[src/rtl/stopwatch_ctrl.sv]
// rtl/stopwatch_ctrl.sv - mm:ss stopwatch sequencer: 1 Hz prescaler, run/pause/clear/lap FSM, overflow flag
module stopwatch_ctrl #(
    parameter int DIV      = 50_000_000,
    parameter int DIV_W    = 26,
    parameter bit OVF_STOP = 1'b1
) (
    input  logic       clk,
    input  logic       reset,
    input  logic       start_stop,
    input  logic       lap,
    input  logic       clear,
    input  logic       sec_tick,
    input  logic       min_tick,
    output logic       sec_en,
    output logic       min_en,
    output logic       cnt_clr,
    output logic       running,
    output logic       hold,
    output logic       ovf,
    output logic [1:0] state
);

    typedef enum logic [1:0] {
        IDLE  = 2'b00,
        RUN   = 2'b01,
        PAUSE = 2'b10,
        OVF   = 2'b11
    } state_t;

    state_t             cur;
    state_t             nxt;
    logic               lap_ok;
    logic               adv;
    logic               wrap;
    logic [DIV_W-1:0]   presc;

    // State register
    always_ff @(posedge clk or negedge reset) begin
        if (!reset) begin
            cur <= IDLE;
        end else begin
            cur <= nxt;
        end
    end

    // Next state with priority clear > min_tick > start_stop > lap
    always_comb begin
        nxt    = cur;
        lap_ok = 1'b0;
        if (clear) begin
            nxt = IDLE;
        end else begin
            case (cur)
                IDLE: begin
                    if (start_stop) nxt = RUN;
                end
                RUN: begin
                    if (min_tick && OVF_STOP) nxt = OVF;
                    else if (start_stop)      nxt = PAUSE;
                    else                      lap_ok = lap;
                end
                PAUSE: begin
                    if (start_stop) nxt = RUN;
                    else            lap_ok = lap;
                end
                default: nxt = cur;
            endcase
        end
    end

    // Prescaler only advances on cycles that stay in RUN, so leaving RUN freezes its phase
    assign adv  = (cur == RUN) && (nxt == RUN);
    assign wrap = (presc == DIV_W'(DIV - 1));

    // Prescaler, seconds enable, clear pulse and lap hold
    always_ff @(posedge clk or negedge reset) begin
        if (!reset) begin
            presc   <= '0;
            sec_en  <= 1'b0;
            cnt_clr <= 1'b0;
            hold    <= 1'b0;
        end else begin
            cnt_clr <= clear;
            sec_en  <= adv && wrap;
            if (clear) begin
                presc <= '0;
            end else if (adv) begin
                presc <= wrap ? '0 : presc + 1'b1;
            end
            if (clear) begin
                hold <= 1'b0;
            end else if (lap_ok) begin
                hold <= ~hold;
            end
        end
    end

    assign min_en  = sec_tick & (cur != IDLE);
    assign running = (cur == RUN);
    assign ovf     = (cur == OVF);
    assign state   = cur;

endmodule
[config.mk]
export PLATFORM = sky130hd
export DESIGN_NAME = stopwatch_ctrl
export DESIGN_NICKNAME = d
export VERILOG_FILES = /design/src/rtl/stopwatch_ctrl.sv
export SDC_FILE = /design/constraint.sdc
export NUM_CORES = 1
export LEC_CHECK = 0
export ABC_AREA = 1
export BUFFER_PORTS_ARGS = -buffer_cell sky130_fd_sc_hd__buf_2
export CORE_ASPECT_RATIO = 1.1
export CORE_UTILIZATION = 40
export CTS_CLUSTER_SIZE = 14
export DETAILED_ROUTE_END_ITERATION = 12
export PLACE_DENSITY = 0.64
export SYNTH_ARGS = -nofsm -noshare
export SYNTH_HDL_FRONTEND = slang
export SYNTH_SLANG_ARGS = --single-unit
[constraint.sdc]
create_clock -name clk -period 2.21 [get_ports clk]
set_input_delay 0.221 -clock clk [delete_from_list [all_inputs] [get_ports clk]]
set_output_delay 0.221 -clock clk [all_outputs]
set_load 0.01 [all_outputs]
==> impl_metrics.json, run 1 <==
{
  "post_cts_resized": 0,
  "gp_congestion": 0.916,
  "insertion_delay_ns": 0.29,
  "ant_nets": 0,
  "core_area_mm2": 0.00510,
  "skew_ns": 0.00905,
  "vdd_drop_max_v": 0.000324,
  "fmax_mhz": 515,
  "vias": 1976,
  "cts_buffer_depth": 2,
  "port_buffers": 14,
  "worstSetupStartpointType": "register",
  "synthTopCellsByArea": "dfrtp_1, nand2_1, nor2_1, inv_1, nand3_1",
  "switching_share": 0.288,
  "fillers": 534,
  "p_seq_frac": 0.494,
  "r2r_cells": 10,
  "fp.dieW_um": 72.0,
  "p_clk_frac": 0.366,
  "leakagePower_nw": 1.16,
  "dieArea_mm2": 0.00569,
  "dp_hpwl_um": 3660,
  "netlist.area_leader.share": 0.360,
  "via_per_inst": 4.80,
  "fin_crit_sh": 0.878,
  "fin_util": 0.467,
  "drt_iter0_markers": 123,
  "postSynthNetCount": 333,
  "first_pass_iters": 4,
  "cts-root-buf": "clkbuf_8",
  "multiInputGateArea_mm2": 0.00120,
  "period_needed_ns": 1.94,
  "min_path_type": "input pin to async pin",
  "slew_viol_final": 0,
  "grt_max_degree": 32,
  "yosys.area.top_type": "dfrtp_1",
  "powerDensity_mw_per_mm2": 502,
  "arrival_ns": 2.11,
  "cts.sinks": 31,
  "htreeDepth": 2,
  "cts_setup_buffers": 0,
  "drv_cap": 0,
  "gr-total-overflow": 0,
  "io_pins": 15,
  "synthCells": 321,
  "fin_tns_setup_ns": 0,
  "nNetsFinal": 351,
  "crit_type": "register to register",
  "yosysUniqueCellTypes": 27,
  "grt_pass1_wl_um": 8630,
  "worst_slew_pin_slew_ns": 0.718,
  "p_int_w": 0.000850,
  "avgSynthCellArea_um2": 6.72,
  "clkTransAtPathRegs_ns": 0.07,
  "track_usage": 0.197,
  "rows": 27,
  "post-route-drc-count": 0,
  "p_switching_w": 0.000344,
  "relSlewSlack": 0.522,
  "cts_hold_buf": 0,
  "instances_no_fill": 412,
  "antennaDiodeCount": 0,
  "routedWlPerCell_um": 11.9,
  "grt_antenna_before_repair": 0,
  "drive_above_1_share": 0.159,
  "status": "finished with violations",
  "rsz0062_at_grt": "no",
  "seq_area_um2": 776,
  "setup_viol": 0,
  "cp.required_ns": 2.38,
  "end_kind": "register",
  "violations": "negative hold slack",
  "synth_area_mm2": 0.00216,
  "cts_buffers": 5,
  "cts_tree": "yes",
  "hold_viol_final": 31,
  "die_h_um": 79.0,
  "p_comb_frac": 0.140,
  "critPathMaxFanout": 12,
  "synth-seq-cells": 31,
  "grt_pass1_vias": 1866,
  "initial_core_util": 0.423,
  "dp_cells": 404,
  "syn_to_final_growth_pct": 10.3,
  "ys_seq_area_frac": 0.360,
  "wirelength_um": 4900,
  "timing.hold.ws_ns": -0.0211,
  "yosysWarnings": 0
}
==> cell usage in the layout, fill, tap and decap left out <==
cell type and instances:
inv_1 30, a31oi_1 1, o2111ai_1 1, dfrtp_1 31, inv_2 8, o21ai_1 7
nand2_1 114, nand2_2 10, clkinv_2 1, xor2_1 8, ha_1 5, nor3_1 2
nand3b_1 1, clkbuf_8 5, buf_4 2, or2_2 1, a21oi_1 4, nor2_1 40
clkbuf_1 2, nor2_2 6, nor3_2 1, nand4_1 8, nor2_4 6, buf_2 14
clkinv_1 1, nand3_1 22, o211ai_1 1, o21ai_0 5, xnor2_1 3
==> logic make-up after synthesis <==
| kind of cell | count (synthesis) | share of synthesized area |
|---|---|---|
| and+or+nand+nor | 211 | 0.436 |
| DFF | 31 | 0.360 |
| adders and majority gates | 5 | 0.0290 |
| buffers and inverters | 44 | 0.0835 |
| AOI/OAI and AO/OA | 19 | 0.0476 |
| xor gates and xnor gates | 11 | 0.0447 |
==> area by class of cell <==
cell class | count | share of cell area
clock buffers | 7 | 0.0321
clock inverters | 1 | 0.00210
inverters | 39 | 0.0615
multi-input cells | 246 | 0.505
flip-flops and latches | 31 | 0.326
well taps | 72 | 0.0379
repair buffers | 16 | 0.0358
==> stage by stage <==
stage | setup slack (ns) | power [W] | cell area (um2)
2_1_floorplan | 0.495 | 0.000709 | 2160
5_1_grt | 0.0191 | 0.00126 | 2380
3_3_place_gp | 0.297 | 0.000765 | 2300
4_1_cts | 0.298 | 0.00121 | 2380
6_report | 0.269 | 0.00119 | 2380
3_5_place_dp | 0.316 | 0.000767 | 2300
==> cell usage after synthesis, drive strengths merged <==
library cell	instances
xor2	8
nand3b	1
a21oi	4
nor2	52
o2111ai	1
a31oi	1
nand4	8
clkinv	1
buf	5
inv	38
o21ai	12
dfrtp	31
ha	5
nand2	124
o211ai	1
nor3	3
xnor2	3
or2	1
nand3	22
==> layer usage <==
metal | vias to the layer above | GRT usage | share of wire
met5 | - | 0 | 0
met3 | 9 | 0.0330 | 0.039
met1 | 899 | 0.260 | 0.49
met4 | 0 | 0.0882 | 0.020
met2 | 40 | 0.314 | 0.45
li1 | 1028 | - | -
==> worst max-delay path, stage by stage, from the launching register on <==
cell and delay [ns]:
dfrtp_1 0.42, inv_1 0.13, ha_1 0.25, inv_1 0.09, a21oi_1 0.16, o21ai_1 0.12
nor2_2 0.27, nor2_2 0.07, buf_4 0.19, nand2_1 0.07, nand2_1 0.05
==> worst paths after layout <==
kind | startpoint | end | slack (ns)
worst max-delay path | state[1] | presc[3] | 0.27
worst min-delay path | reset | presc[9] | -0.02
worst max register to register | state[1] | presc[3] | 0.27
worst min register to register | presc[1] | presc[1] | 0.51
max in group asynchronous | reset | presc[2] | 1.76
min in group clk | clear | cnt_clr | 0.11
==> state kept, by name, indices dropped and copies added (netlist names) <==
| signal | flops |
|---|---|
| presc | 26 |
| state | 2 |
| cnt_clr | 1 |
| hold | 1 |
| sec_en | 1 |
==> power groups by stage <==
stage | clock [W] | combinational (W) | sequential, W
after floorplan | 0 | 0.000107 | 0.000602
after global placement | 0 | 0.000165 | 0.000600
after detailed placement | 0 | 0.000167 | 0.000601
after CTS | 0.000451 | 0.000167 | 0.000590
after global routing | 0.000481 | 0.000189 | 0.000592
final | 0.000437 | 0.000167 | 0.000590
(Power assumes the default switching activity.)
==> inputs of run 2 (changes only) <==
==> constraint.sdc (replaced) <==
create_clock -name clk -period 2.45 [get_ports clk]
set_input_delay 0.245 -clock clk [delete_from_list [all_inputs] [get_ports clk]]
set_output_delay 0.245 -clock clk [all_outputs]
set_load 0.01 [all_outputs]
==> impl_metrics.json, run 2 (synthesis results as in run 1) <==
{
  "initial_core_util": 0.423,
  "worstSetupStartpointType": "register",
  "die_h_um": 79.0,
  "nNetsFinal": 351,
  "via_per_inst": 4.74,
  "slew_viol_final": 0,
  "powerDensity_mw_per_mm2": 450,
  "arrival_ns": 2.10,
  "post_cts_resized": 0,
  "grt_max_degree": 32,
  "core_area_mm2": 0.00510,
  "wirelength_um": 4910,
  "layout_common_cells": "nand2_1, nor2_1, dfrtp_1",
  "cts_buffer_depth": 2,
  "min_path_type": "input pin to async pin",
  "setup_viol": 0,
  "routedWlPerCell_um": 11.9,
  "regMostFlops": "presc",
  "vdd_drop_max_v": 0.000287,
  "insertion_delay_ns": 0.28,
  "fin_crit_sh": 0.786,
  "ant_nets": 0,
  "path_cells": "inv_1, ha_1, inv_1, a21oi_1, o21ai_1, nor2_2, nor2_2, buf_4, nand2_1, nand2_1",
  "relSlewSlack": 0.533,
  "drt_iter0_markers": 160,
  "slowest_stage": "dfrtp_1",
  "drv_cap": 0,
  "rsz0062_at_grt": "no",
  "gr-total-overflow": 0,
  "fillers": 548,
  "post-route-drc-count": 0,
  "cts-root-buf": "clkbuf_8",
  "cts_hold_buf": 0,
  "track_usage": 0.195,
  "largest_register_ffs": 26,
  "dieArea_mm2": 0.00569,
  "mostFrequentLayoutCell": "nand2_1",
  "htreeDepth": 2,
  "fmax_mhz": 519,
  "vias": 1952,
  "hold_viol_final": 0,
  "cp_num_buf_inv": 3,
  "cts_tree": "yes",
  "first_pass_iters": 5,
  "gp_congestion": 0.916,
  "drive_above_1_share": 0.159,
  "max_stage_delay_ns": 0.42,
  "crit_type": "register to register",
  "antennaDiodeCount": 0,
  "leakagePower_nw": 1.16,
  "rows": 27,
  "port_buffers": 14,
  "worst_slew_pin_slew_ns": 0.700,
  "grt_antenna_before_repair": 0,
  "fin_tns_setup_ns": 0,
  "period_needed_ns": 1.93,
  "cp.required_ns": 2.62,
  "critPathMaxFanout": 12,
  "grt_pass1_wl_um": 8560,
  "cts_setup_buffers": 0,
  "cts.sinks": 31,
  "status": "finished clean",
  "clkTransAtPathRegs_ns": 0.07,
  "crit_family": "simple AND/OR/NAND/NOR gates",
  "end_kind": "register",
  "fp.dieW_um": 72.0,
  "cts_buffers": 5,
  "dp_hpwl_um": 3630,
  "io_pins": 15,
  "fin_util": 0.467,
  "grt_pass1_vias": 1826,
  "skew_ns": 0.00730,
  "syn_to_final_growth_pct": 10.3
}
-- run 2: cell counts in the layout (fill, tap and decap cells not counted) --
No cell type changed its count.
-- run 2: final cells by class --
type	count	area, um2	share of cell area
multi-input cells	246	1200	0.505
flip-flops and latches	31	776	0.326
inverters	39	146	0.0615
well taps	72	90.1	0.0379
repair buffers	16	85.1	0.0358
clock buffers	7	76.3	0.0321
clock inverters	1	5.00	0.00210
-- run 2: worst reg2reg max path: stages, from the launching register on --
cell,delay (ns)
dfrtp_1,0.42
inv_1,0.12
ha_1,0.24
inv_1,0.09
a21oi_1,0.16
o21ai_1,0.12
nor2_2,0.28
nor2_2,0.07
buf_4,0.19
nand2_1,0.07
nand2_1,0.05
-- run 2: power by group --
part	switching (W)	total, W	leakage, nW	internal, W
combinational	0.000103	0.000149	0.690	0.0000463
sequential	0.0000115	0.000533	0.428	0.000521
clock	0.000189	0.000388	0.0422	0.000199
total	0.000304	0.00107	1.16	0.000767
-- run 2: per-layer routing --
layer	wire (um)	vias up	GRT usage
met2	2230	30	0.306
met3	233	8	0.0444
met5	0	-	0
li1	-	1028	-
met4	89	0	0.0686
met1	2350	886	0.263
-- run 2: final timing paths --
check	startpoint	to	slack, ns	depth (start not counted)
max	state[1]	presc[3]	0.52	10
min	reset	presc[9]	0.002	1
max reg2reg	state[1]	presc[3]	0.52	10
min reg2reg	presc[1]	presc[1]	0.51	2
max in group asynchronous	reset	presc[2]	1.99	1
min in group clk	clear	cnt_clr	0.14	1
-- run 2: through the flow --
stage	hold slack [ns]	std cells	cell area, um2	power (W)	setup slack (ns)
2_1_floorplan	-0.0506	321	2160	0.000640	0.735
3_3_place_gp	0.349	404	2300	0.000690	0.537
3_5_place_dp	0.349	404	2300	0.000692	0.556
4_1_cts	0.0329	412	2380	0.00109	0.542
5_1_grt	0.0689	412	2380	0.00114	0.275
6_report	0.00157	412	2380	0.00107	0.524
